File: src/rtl/skew_align_buffer.sv
// Per-lane skew/deskew delay line for systolic array edges, with per-lane valid tracking,
// a counted flush/drain engine and a global hold for back-pressure.
module skew_align_buffer #(
    parameter int unsigned          SA_SIZE         = 8,
    parameter int unsigned          ACTIVATION_SIZE = 32,
    parameter bit                   SKEW_DIR        = 1'b0,
    parameter int unsigned          EXTRA_DELAY     = 0,
    parameter int unsigned          CMD_WIDTH       = 3,
    parameter logic [CMD_WIDTH-1:0] CMD_STREAM      = CMD_WIDTH'(1)
) (
    input  logic                       clk_i,
    input  logic                       rst_ni,
    input  logic [CMD_WIDTH-1:0]       cmd_i,
    input  logic                       hold_i,
    input  logic                       flush_i,
    input  logic [SA_SIZE-1:0]         in_valid_i,
    input  logic [ACTIVATION_SIZE-1:0] inputs_i [SA_SIZE],
    output logic [ACTIVATION_SIZE-1:0] out_o [SA_SIZE],
    output logic [SA_SIZE-1:0]         out_valid_o,
    output logic                       all_valid_o,
    output logic                       busy_o
);

    localparam int unsigned LMAX   = SA_SIZE + EXTRA_DELAY;
    localparam int unsigned DrainW = $clog2(LMAX + 1);

    logic              stream;
    logic              draining;
    logic              adv;
    logic [DrainW-1:0] drain_cnt_q, drain_cnt_d;

    always_comb begin
        stream   = (cmd_i == CMD_STREAM);
        draining = (drain_cnt_q != '0);
        adv      = ~hold_i & (stream | draining);
    end

    // Hold beats everything; a stream command cancels any drain; flush (re)loads the count.
    always_comb begin
        drain_cnt_d = drain_cnt_q;
        if (hold_i) begin
            drain_cnt_d = drain_cnt_q;
        end else if (stream) begin
            drain_cnt_d = '0;
        end else if (flush_i) begin
            drain_cnt_d = DrainW'(LMAX);
        end else if (draining) begin
            drain_cnt_d = drain_cnt_q - DrainW'(1);
        end
    end

    always_ff @(posedge clk_i or negedge rst_ni) begin
        if (!rst_ni) begin
            drain_cnt_q <= '0;
        end else begin
            drain_cnt_q <= drain_cnt_d;
        end
    end

    for (genvar c = 0; c < SA_SIZE; c++) begin : g_lane
        localparam int unsigned Base = SKEW_DIR ? unsigned'(c) + 1 : SA_SIZE - unsigned'(c);
        localparam int unsigned Len  = Base + EXTRA_DELAY;

        logic [ACTIVATION_SIZE-1:0] data_q [Len];
        logic [Len-1:0]             valid_q;

        // Outside a stream command the head of the lane is filled with empty bubbles.
        always_ff @(posedge clk_i or negedge rst_ni) begin
            if (!rst_ni) begin
                data_q  <= '{default: '0};
                valid_q <= '0;
            end else if (adv) begin
                data_q[0]  <= stream ? inputs_i[c] : '0;
                valid_q[0] <= stream & in_valid_i[c];
                for (int unsigned r = 1; r < Len; r++) begin
                    data_q[r]  <= data_q[r-1];
                    valid_q[r] <= valid_q[r-1];
                end
            end
        end

        assign out_o[c]       = data_q[Len-1];
        assign out_valid_o[c] = valid_q[Len-1];
    end

    assign all_valid_o = &out_valid_o;
    assign busy_o      = draining;

endmodule
File: config.mk
export PLATFORM = sky130hd
export DESIGN_NAME = skew_align_buffer
export DESIGN_NICKNAME = d
export VERILOG_FILES = /design/src/rtl/skew_align_buffer.sv
export SDC_FILE = /design/constraint.sdc
export NUM_CORES = 1
export LEC_CHECK = 0
export ABC_AREA = 1
export CAP_MARGIN = 10
export CORE_ASPECT_RATIO = 0.6
export CORE_MARGIN = 1.5
export CORE_UTILIZATION = 55
export CTS_CLUSTER_SIZE = 40
export DETAILED_ROUTE_END_ITERATION = 10
export PLACE_DENSITY_LB_ADDON = 0.2
export SLEW_MARGIN = 20
export SYNTH_ARGS = -nofsm -noshare
export SYNTH_HDL_FRONTEND = slang
export SYNTH_SLANG_ARGS = --single-unit
export TNS_END_PERCENT = 100
File: constraint.sdc
create_clock -name clk_i -period 2.25 [get_ports clk_i]
set_input_delay 0.5625 -clock clk_i [delete_from_list [all_inputs] [get_ports clk_i]]
set_output_delay 0.5625 -clock clk_i [all_outputs]
set_load 0.1 [all_outputs]
==> results of run 1 <==
==> synth_stat cells, drive strengths merged <==
cell	count
buf	451
nand3	930
nor2	8
inv	273
clkbuf	146
nand4	3
o21ai	264
ha	1
dfrtp	1192
nand2	2133
==> metrics by stage <==
| step | cells | TNS [ns] | hold slack (ns) | worst slack (ns) | power, mW |
|---|---|---|---|---|---|
| finish | 6916 | 0 | 0.382 | 0.0110 | 77.4 |
| detailed placement | 6706 | -185.84 | 0.459 | -0.272 | 58.0 |
| CTS | 6904 | -0.0323 | 0.348 | -0.0323 | 77.9 |
| floorplan | 5401 | 0 | 0.267 | 0.330 | 51.5 |
| global placement | 6706 | -177.54 | 0.453 | -0.248 | 57.6 |
| global route | 6916 | -0.0580 | 0.354 | -0.0580 | 81.2 |
==> final timing paths <==
| kind | endpoint | startpoint | cells after the start | slack [ns] |
|---|---|---|---|---|
| worst max register to register | g_lane[6].data_q[37] | drain_cnt_q[1] | 13 | 0.16 |
| worst min register to register | g_lane[2].data_q[150] | g_lane[2].data_q[150] | 2 | 0.47 |
| min in group clk_i | g_lane[4].data_q[104] | inputs_i[104] | 3 | 0.40 |
| max in group asynchronous | g_lane[1].data_q[155] | rst_ni | 3 | 0.98 |
| worst min-delay path | out_o[254] | rst_ni | 2 | 0.38 |
| worst max-delay path | busy_o | drain_cnt_q[1] | 6 | 0.01 |
==> state kept, by name (all words and copies together) (netlist names) <==
name	cells
g_lane.data_q	928
g_lane.valid_q	36
out_o	224
drain_cnt_q	4
==> power breakdown <==
part	internal [mW]	switching [mW]
clock network	11.5	8.11
registers	26.8	3.31
logic	7.30	20.4
==> area by class of cell <==
cell class | count | share of cell area
well taps | 1147 | 0.0247
multi-input cells | 3339 | 0.243
diodes | 9 | 0.000388
clock buffers | 153 | 0.0554
repair buffers | 764 | 0.134
clock inverters | 39 | 0.0103
inverters | 273 | 0.0178
flip-flops and latches | 1192 | 0.514
==> layer usage <==
metal,GRT usage,share of wire
met1,0.377,0.46
met2,0.388,0.45
met5,0,0.00018
met3,0.0561,0.055
met4,0.0844,0.029
==> cells in the final DEF, fill, tap and decap left out, types with 2 or more instances in the layout <==
cell type	instances
nand2_8	2
buf_4	385
dfrtp_1	1191
nand4_1	3
nor2_1	6
clkbuf_16	110
nand2_1	2130
buf_12	109
inv_1	268
inv_2	4
clkinv_2	15
clkinvlp_4	4
bufinv_16	14
o21ai_0	264
clkbuf_8	30
clkbuf_1	13
clkinv_4	2
diode_2	9
nand3_1	929
clkdlybuf4s50_1	269
clkinv_8	3
==> what timing repair did <==
| action | CTS | global route |
|---|---|---|
| pin swaps | 3 | 1 |
| buffers inserted | 6 | 3 |
| setup endpoints to repair | 1 | 2 |
| hold buffers | 1 | 0 |
| hold endpoints to repair | 35 | 0 |
| resized for setup | 8 | 1 |
==> logic make-up (layout without fill, tap and decap cells) <==
family | after synthesis | after routing | synth area share
AO/OA/AOI/OAI | 264 | 264 | 0.0274
adder cells (fa/ha/maj) | 1 | 1 | 0.000259
buffers and inverters | 870 | 1229 | 0.0912
flip-flops | 1192 | 1192 | 0.618
other | 0 | 9 | 0
AND/OR/NAND/NOR | 3074 | 3074 | 0.264
==> worst max-delay path, cell delays in order, from the launching register on <==
cell and delay [ns]:
dfrtp_1 0.40, inv_2 0.08, ha_4 0.15, nand2_4 0.05
nor2_4 0.09, inv_2 0.05, buf_12 0.16
==> metrics.cfg, run 1 <==
[sta]
rsz0062_at_grt=yes
tightest_slew_ns=0.610
slew_headroom=0.594
maxSlewViolCount=0
finClkSkew_ns=0.0247
hold_violations=0
fin_crit_ns=2.24
fmax_mhz=447
period_share=0.995
setup_viol=0

[place]
portBuffers=536
gp_congestion=0.820
placed_area_um2=54100
post-dp-hpwl_mm=75.8

[clock_network]
cts_buffers=107
cts_max_level=3
clock_latency_ns=0.71
cts.sinks=1192
cts-root-buf=clkbuf_16
clk_pin_slew_ns=0.06
cts_tree=built
clockBufferDepth=3

[yosys]
syn_nets=5673
ys_ff_latch=1192
synth_area_leaders=dfrtp_1, nand2_1, nand3_1
synth_area_leader_cell=dfrtp_1
avgSynthCellArea_um2=8.94
synthCells=5401
synth_area_um2=48300
synth.yosys.seq_area_share=0.618
synth_warnings=0
synth.distinct_cells=16
synth_largest_type_area_fraction=0.618

[finish]
fillCellCount=6884
syn2layout_area_growth_pct=20.2
drive_gt1_frac=0.119
multi_input_area_um2=14100
regArea_um2=29800
nNetsFinal=5949
final_area_um2=58000
post-route-util=0.673

[detailed_routing]
vias=35821
drt_iter0_drc=2451
routedWlPerCell_um=16.4
drt-total-wl_mm=114
route.detailed.drc=0
final_antenna_net_count=0
vias_per_cell=5.18
dr.pass1.iters=5

[setup_path]
startpoint_type=register
setup.worst_path.class=reg -> out
required_ns=1.69
arrival_ns=1.68
cp-end-kind=output port
critPathMaxFanout=2

[global_route]
antenna_found_initial=12
grt_max_degree=119
grt.overflow.total=0
grt_pass1_wl_mm=187
grt_use_total=0.259
grt_pass1_vias=34767

[worst_hold_path]
hold_path.class=in -> async

[status]
status=finished clean

[run]
maxCapViolCount=0

[power_and_ir_drop]
leakage_nw=32.1
power_density_nw_per_um2=1330
max-vdd-ir-drop_uv=1070

[floorplanning]
start_util=0.560
core_um2=86200
die_h_um=233
num_io_pins=537
num_rows=83
dieArea_um2=89700
dieWidth_um=386

Note: power is estimated with default switching activity, not from simulation.
==> inputs of run 2 (changes only) <==
--- a/config.mk
+++ b/config.mk
@@ -10,10 +10,10 @@
 export CORE_ASPECT_RATIO = 0.6
 export CORE_MARGIN = 1.5
 export CORE_UTILIZATION = 55
-export CTS_CLUSTER_SIZE = 40
+export CTS_CLUSTER_SIZE = 8
 export DETAILED_ROUTE_END_ITERATION = 10
-export PLACE_DENSITY_LB_ADDON = 0.2
-export SLEW_MARGIN = 20
+export PLACE_DENSITY = 0.78
+export SLEW_MARGIN = 25
 export SYNTH_ARGS = -nofsm -noshare
 export SYNTH_HDL_FRONTEND = slang
 export SYNTH_SLANG_ARGS = --single-unit
==> run 2 against run 1 <==
  * The run now ends with negative setup slack left
  * Die area unchanged
  * Via count increased by 2.2%
  * Maximum frequency decreased by 2.8%
  * Clock power increased by 11%
  * Hold slack got worse by 0.025 ns
  * Setup slack got worse by 0.064 ns
  * Clock skew increased by 0.0014 ns
  * Register-to-register slack about the same
  * Count of clock-buffer cells in the layout increased by 18
  * Sequential power about the same
  * Cell area increased by 0.77%
  * Critical path type unchanged
  * Largest cell class unchanged
  * Largest power group unchanged
==> metrics.cfg, run 2 (synthesized netlist as in run 1, its figures left out) <==
[power_and_ir_drop]
power_density_nw_per_um2=1360
clkPwrFrac=0.275
max-vdd-ir-drop_uv=1270
seqPwrFrac=0.379
p_int_mw=47.1
swShare=0.408
power.switching_mw=32.4
leakage_nw=32.3
pwr-share-comb=0.347

[place]
portBuffers=536
place_inst=6701
gp_congestion=0.859
post-dp-hpwl_mm=77.3
placed_area_um2=53900

[clock_network]
clk_pin_slew_ns=0.05
cts_max_level=4
clock_latency_ns=0.75
clockBufferDepth=3
cts.sinks=1192
cts-root-buf=clkbuf_16
cts_buffers=166
cts_tree=built

[setup_path]
reg2reg_depth=12
arrival_ns=1.74
cp-end-kind=output port
startpoint_type=register
critPathMaxFanout=2
setup.worst_path.class=reg -> out
required_ns=1.69

[detailed_routing]
route.detailed.drc=0
final_antenna_net_count=0
maxUsedRoutingLayer=met5
dr.pass1.iters=5
drt_iter0_drc=2851
dr_wl_met3_mm=6.46
vias_per_cell=5.30
wl_met1_mm=53.1
route.met2.wl_mm=53.8
drt-total-wl_mm=118
routedWlPerCell_um=17.1
vias=36593

[sta]
hold_violations=0
slew_headroom=0.639
finClkSkew_ns=0.0261
rsz0062_at_grt=yes
fmax_mhz=434
fin_tns_setup_ns=-0.0535
fin_ws_ns=-0.0535
whs_ns=0.357
setup_viol=1
maxSlewViolCount=0
tightest_slew_ns=0.541
period_share=1.02
fin_crit_ns=2.30

[global_route]
grt_pass1_wl_mm=192
grt.overflow.total=0
grt_max_degree=124
antenna_found_initial=22
grt_use_total=0.269
grt_pass1_vias=35785

[finish]
largest_reg_flops=928
nNetsFinal=6008
syn2layout_area_growth_pct=21.1
layout_commonest_cell=nand2_1
layout_common_cells=nand2_1, dfrtp_1, nand3_1
post-route-util=0.678
fillCellCount=6556
regMostFlops=g_lane.data_q
final_area_um2=58500
drive_gt1_frac=0.119
finalNonFillerCells=6907

[floorplanning]
dieArea_um2=89700
num_rows=83
core_um2=86200
start_util=0.560
num_io_pins=537
die_h_um=233
dieWidth_um=386

[status]
failed_checks=negative setup slack
status=complete, but fails checks

[run]
maxCapViolCount=0

[worst_hold_path]
hold_path.class=in -> async

[run 2: cell count changes in the layout (fill, tap and decap cells not counted), sizes merged]
| cell | change |
|---|---|
| clkinv | -14 |
| bufinv | -14 |
| clkinvlp | -4 |
| clkbuf | +18 |
| diode | +5 |
[run 2: critical path: stages, from the launching register on]
cell,delay [ns]
dfrtp_1,0.39
inv_2,0.08
ha_4,0.14
nand2_4,0.05
nor2_4,0.11
inv_4,0.07
buf_12,0.16
[run 2: what timing repair did]
item	in CTS	in global routing
resized for setup	10	0
hold buffers	1	0
setup buffers	11	2
pin swaps	5	1
endpoints found under the setup margin	2	2
endpoints found under the hold margin	55	0
[run 2: path summary, 6_finish.rpt]
| kind | slack, ns | to | startpoint |
|---|---|---|---|
| setup reg to reg | 0.17 | out_o[160] | drain_cnt_q[0] |
| hold / removal | 0.36 | out_o[235] | rst_ni |
| max in group asynchronous | 0.96 | g_lane[5].data_q[90] | rst_ni |
| hold reg to reg | 0.47 | g_lane[1].data_q[187] | g_lane[1].data_q[187] |
| min in group clk_i | 0.37 | g_lane[7].valid_q | in_valid_i[7] |
| setup / recovery | -0.05 | busy_o | drain_cnt_q[0] |
[run 2: stage by stage]
step / power [mW] / setup WS, ns
after floorplan: 51.5 / 0.330
after global placement: 57.2 / -0.257
after detailed placement: 57.7 / -0.263
after CTS: 80.1 / -0.108
after global routing: 83.4 / -0.120
final: 79.6 / -0.0535
[run 2: power groups by stage]
stage	Sequential (mW)	Combinational [mW]	Clock, mW
final	30.2	27.6	21.8
after global routing	30.8	29.4	23.2
after CTS	30.1	27.7	22.3
after detailed placement	30.3	27.4	0
after global placement	30.2	27.0	0
after floorplan	29.6	21.9	0
[run 2: final cells by class]
type | count | area, um2 | area share
inverters | 273 | 1030 | 0.0177
well taps | 1147 | 1440 | 0.0245
clock buffers | 171 | 4280 | 0.0732
repair buffers | 764 | 7620 | 0.130
diodes | 14 | 35.0 | 0.000599
multi-input cells | 3339 | 14100 | 0.241
clock inverters | 7 | 120 | 0.00205
flip-flops and latches | 1192 | 29800 | 0.510
[run 2: layer usage]
metal	up-vias	global-route usage
met5	-	0
met1	17823	0.382
met2	1039	0.403
li1	17465	-
met3	256	0.0530
met4	10	0.121
==> inputs of run 3 (changes only) <==
--- a/config.mk
+++ b/config.mk
@@ -12,7 +12,7 @@
 export CORE_UTILIZATION = 55
 export CTS_CLUSTER_SIZE = 8
 export DETAILED_ROUTE_END_ITERATION = 10
-export PLACE_DENSITY = 0.78
+export PLACE_DENSITY = 0.76
 export SLEW_MARGIN = 25
 export SYNTH_ARGS = -nofsm -noshare
 export SYNTH_HDL_FRONTEND = slang
==> constraint.sdc (replaced) <==
create_clock -name clk_i -period 2.4 [get_ports clk_i]
set_input_delay 0.6 -clock clk_i [delete_from_list [all_inputs] [get_ports clk_i]]
set_output_delay 0.6 -clock clk_i [all_outputs]
set_load 0.1 [all_outputs]
==> run 3 against run 2 <==
  * The run now ends clean
  * Critical endpoint unchanged
  * Power fell by 6.1%
  * Critical path depth unchanged
  * Via count down 0.40%
  * Critical path type unchanged
==> metrics.cfg, run 3 (synthesized netlist as in run 1, its figures left out) <==
[sta]
rsz0062_at_grt=yes
fmax_mhz=428
maxSlewViolCount=0
period_share=0.974
finClkSkew_ns=0.0301
setup_viol=0
fin_ws_ns=0.0625
tightest_slew_ns=0.591
hold_violations=0
slew_headroom=0.606
fin_crit_ns=2.34

[global_route]
grt_pass1_vias=35061
grt_use_total=0.266
grt.overflow.total=0
grt_max_degree=142
antenna_found_initial=14
grt_pass1_wl_mm=190

[setup_path]
critPathMaxFanout=3
r2r-start=drain_cnt_q[0]
arrival_ns=1.74
required_ns=1.80
setup.worst_path.class=reg -> out
cpMaxStageDelayCell=dfrtp_1
cp-startpoint=drain_cnt_q[0]
path_common_cell=inv_2
crit_family=flip-flops
cp-end-kind=output port
path_cells=inv_2, ha_4, nand2_4, nor2_4, inv_2, buf_12
startpoint_type=register
max_stage_delay_ns=0.40
worst-path-buf-inv=3

[detailed_routing]
dr.pass1.iters=6
drt-total-wl_mm=117
vias_per_cell=5.28
route.detailed.drc=0
final_antenna_net_count=0
routedWlPerCell_um=16.9
vias=36446
drt_iter0_drc=2922

[power_and_ir_drop]
leakage_nw=32.3
max-vdd-ir-drop_uv=1160
power_density_nw_per_um2=1280

[finish]
syn2layout_area_growth_pct=21.0
regMostFlops=g_lane.data_q
layout_commonest_cell=nand2_1
fillCellCount=6624
regArea_um2=29800
nNetsFinal=6011
largest_reg_flops=928
drive_gt1_frac=0.119
final_area_um2=58400
layout_common_cells=nand2_1, dfrtp_1, nand3_1
multi_input_area_um2=14100

[floorplanning]
start_util=0.560
core_um2=86200
num_rows=83
dieWidth_um=386
dieArea_um2=89700
die_h_um=233
num_io_pins=537

[clock_network]
cts.sinks=1192
cts_max_level=4
cts-root-buf=clkbuf_16
cts_buffers=166
cts_tree=built
clockBufferDepth=3
clk_pin_slew_ns=0.05
clock_latency_ns=0.75

[run]
maxCapViolCount=0

[place]
placed_area_um2=54000
gp_congestion=0.880
post-dp-hpwl_mm=77.6
preCtsSetupSlack_ns=-0.0836
portBuffers=536

[worst_hold_path]
hold_path.class=in -> async

[status]
status=finished clean

[run 3: changes by cell type in the layout (fill, tap and decap cells not counted), sizes merged]
cell / before / now
diode: 14 / 9
inv: 274 / 279
buf: 494 / 497
clkinv: 6 / 3
clkbuf: 171 / 170
[run 3: per-layer routing]
layer / GRT usage / wire length [um] / vias up
met4: 0.107 / 4090 / 6
met5: 0 / 40 / -
met1: 0.390 / 53400 / 17725
met2: 0.391 / 52300 / 1027
li1: - / - / 17447
met3: 0.0517 / 6940 / 241
[run 3: final cells by class]
class / count / share of cell area
flip-flops and latches: 1192 / 0.510
repair buffers: 767 / 0.131
inverters: 273 / 0.0177
clock buffers: 170 / 0.0728
well taps: 1147 / 0.0246
multi-input cells: 3339 / 0.242
clock inverters: 9 / 0.00193
diodes: 9 / 0.000385
[run 3: repair_timing]
action | CTS | global route
setup endpoints to repair | 1 | 2
gates cloned | 0 | 0
hold endpoints to repair | 45 | 0
hold buffers | 1 | 0
resized for setup | 8 | 1
pin swaps | 3 | 2
setup buffers | 6 | 2
[run 3: path summary, 6_finish.rpt]
kind / endpoint / slack (ns) / depth (start not counted)
worst max register to register: g_lane[1].data_q[86] / 0.35 / 12
worst min register to register: g_lane[0].data_q[116] / 0.47 / 2
worst min-delay path: g_lane[0].data_q[101] / 0.38 / 2
worst max-delay path: busy_o / 0.06 / 6
min in group clk_i: g_lane[2].data_q[171] / 0.41 / 3
max in group asynchronous: drain_cnt_q[0] / 1.06 / 3
[run 3: report_power, final]
group / internal (mW) / switching (mW) / total [mW]
Combinational: 6.79 / 19.2 / 26.0
Clock: 12.4 / 8.03 / 20.4
Sequential: 25.2 / 3.20 / 28.4
[run 3: metrics by stage]
step	util	hold WS [ns]	cells	TNS [ns]	total power [mW]
2_1_floorplan	-	0.304	5401	0	48.2
3_3_place_gp	0.626	0.453	6709	-2.00	53.9
3_5_place_dp	0.626	0.459	6709	-3.15	54.4
4_1_cts	0.678	0.344	6895	-0.00917	75.3
5_1_grt	0.678	0.389	6903	-0.0179	78.4
6_report	0.678	0.385	6906	0	74.7
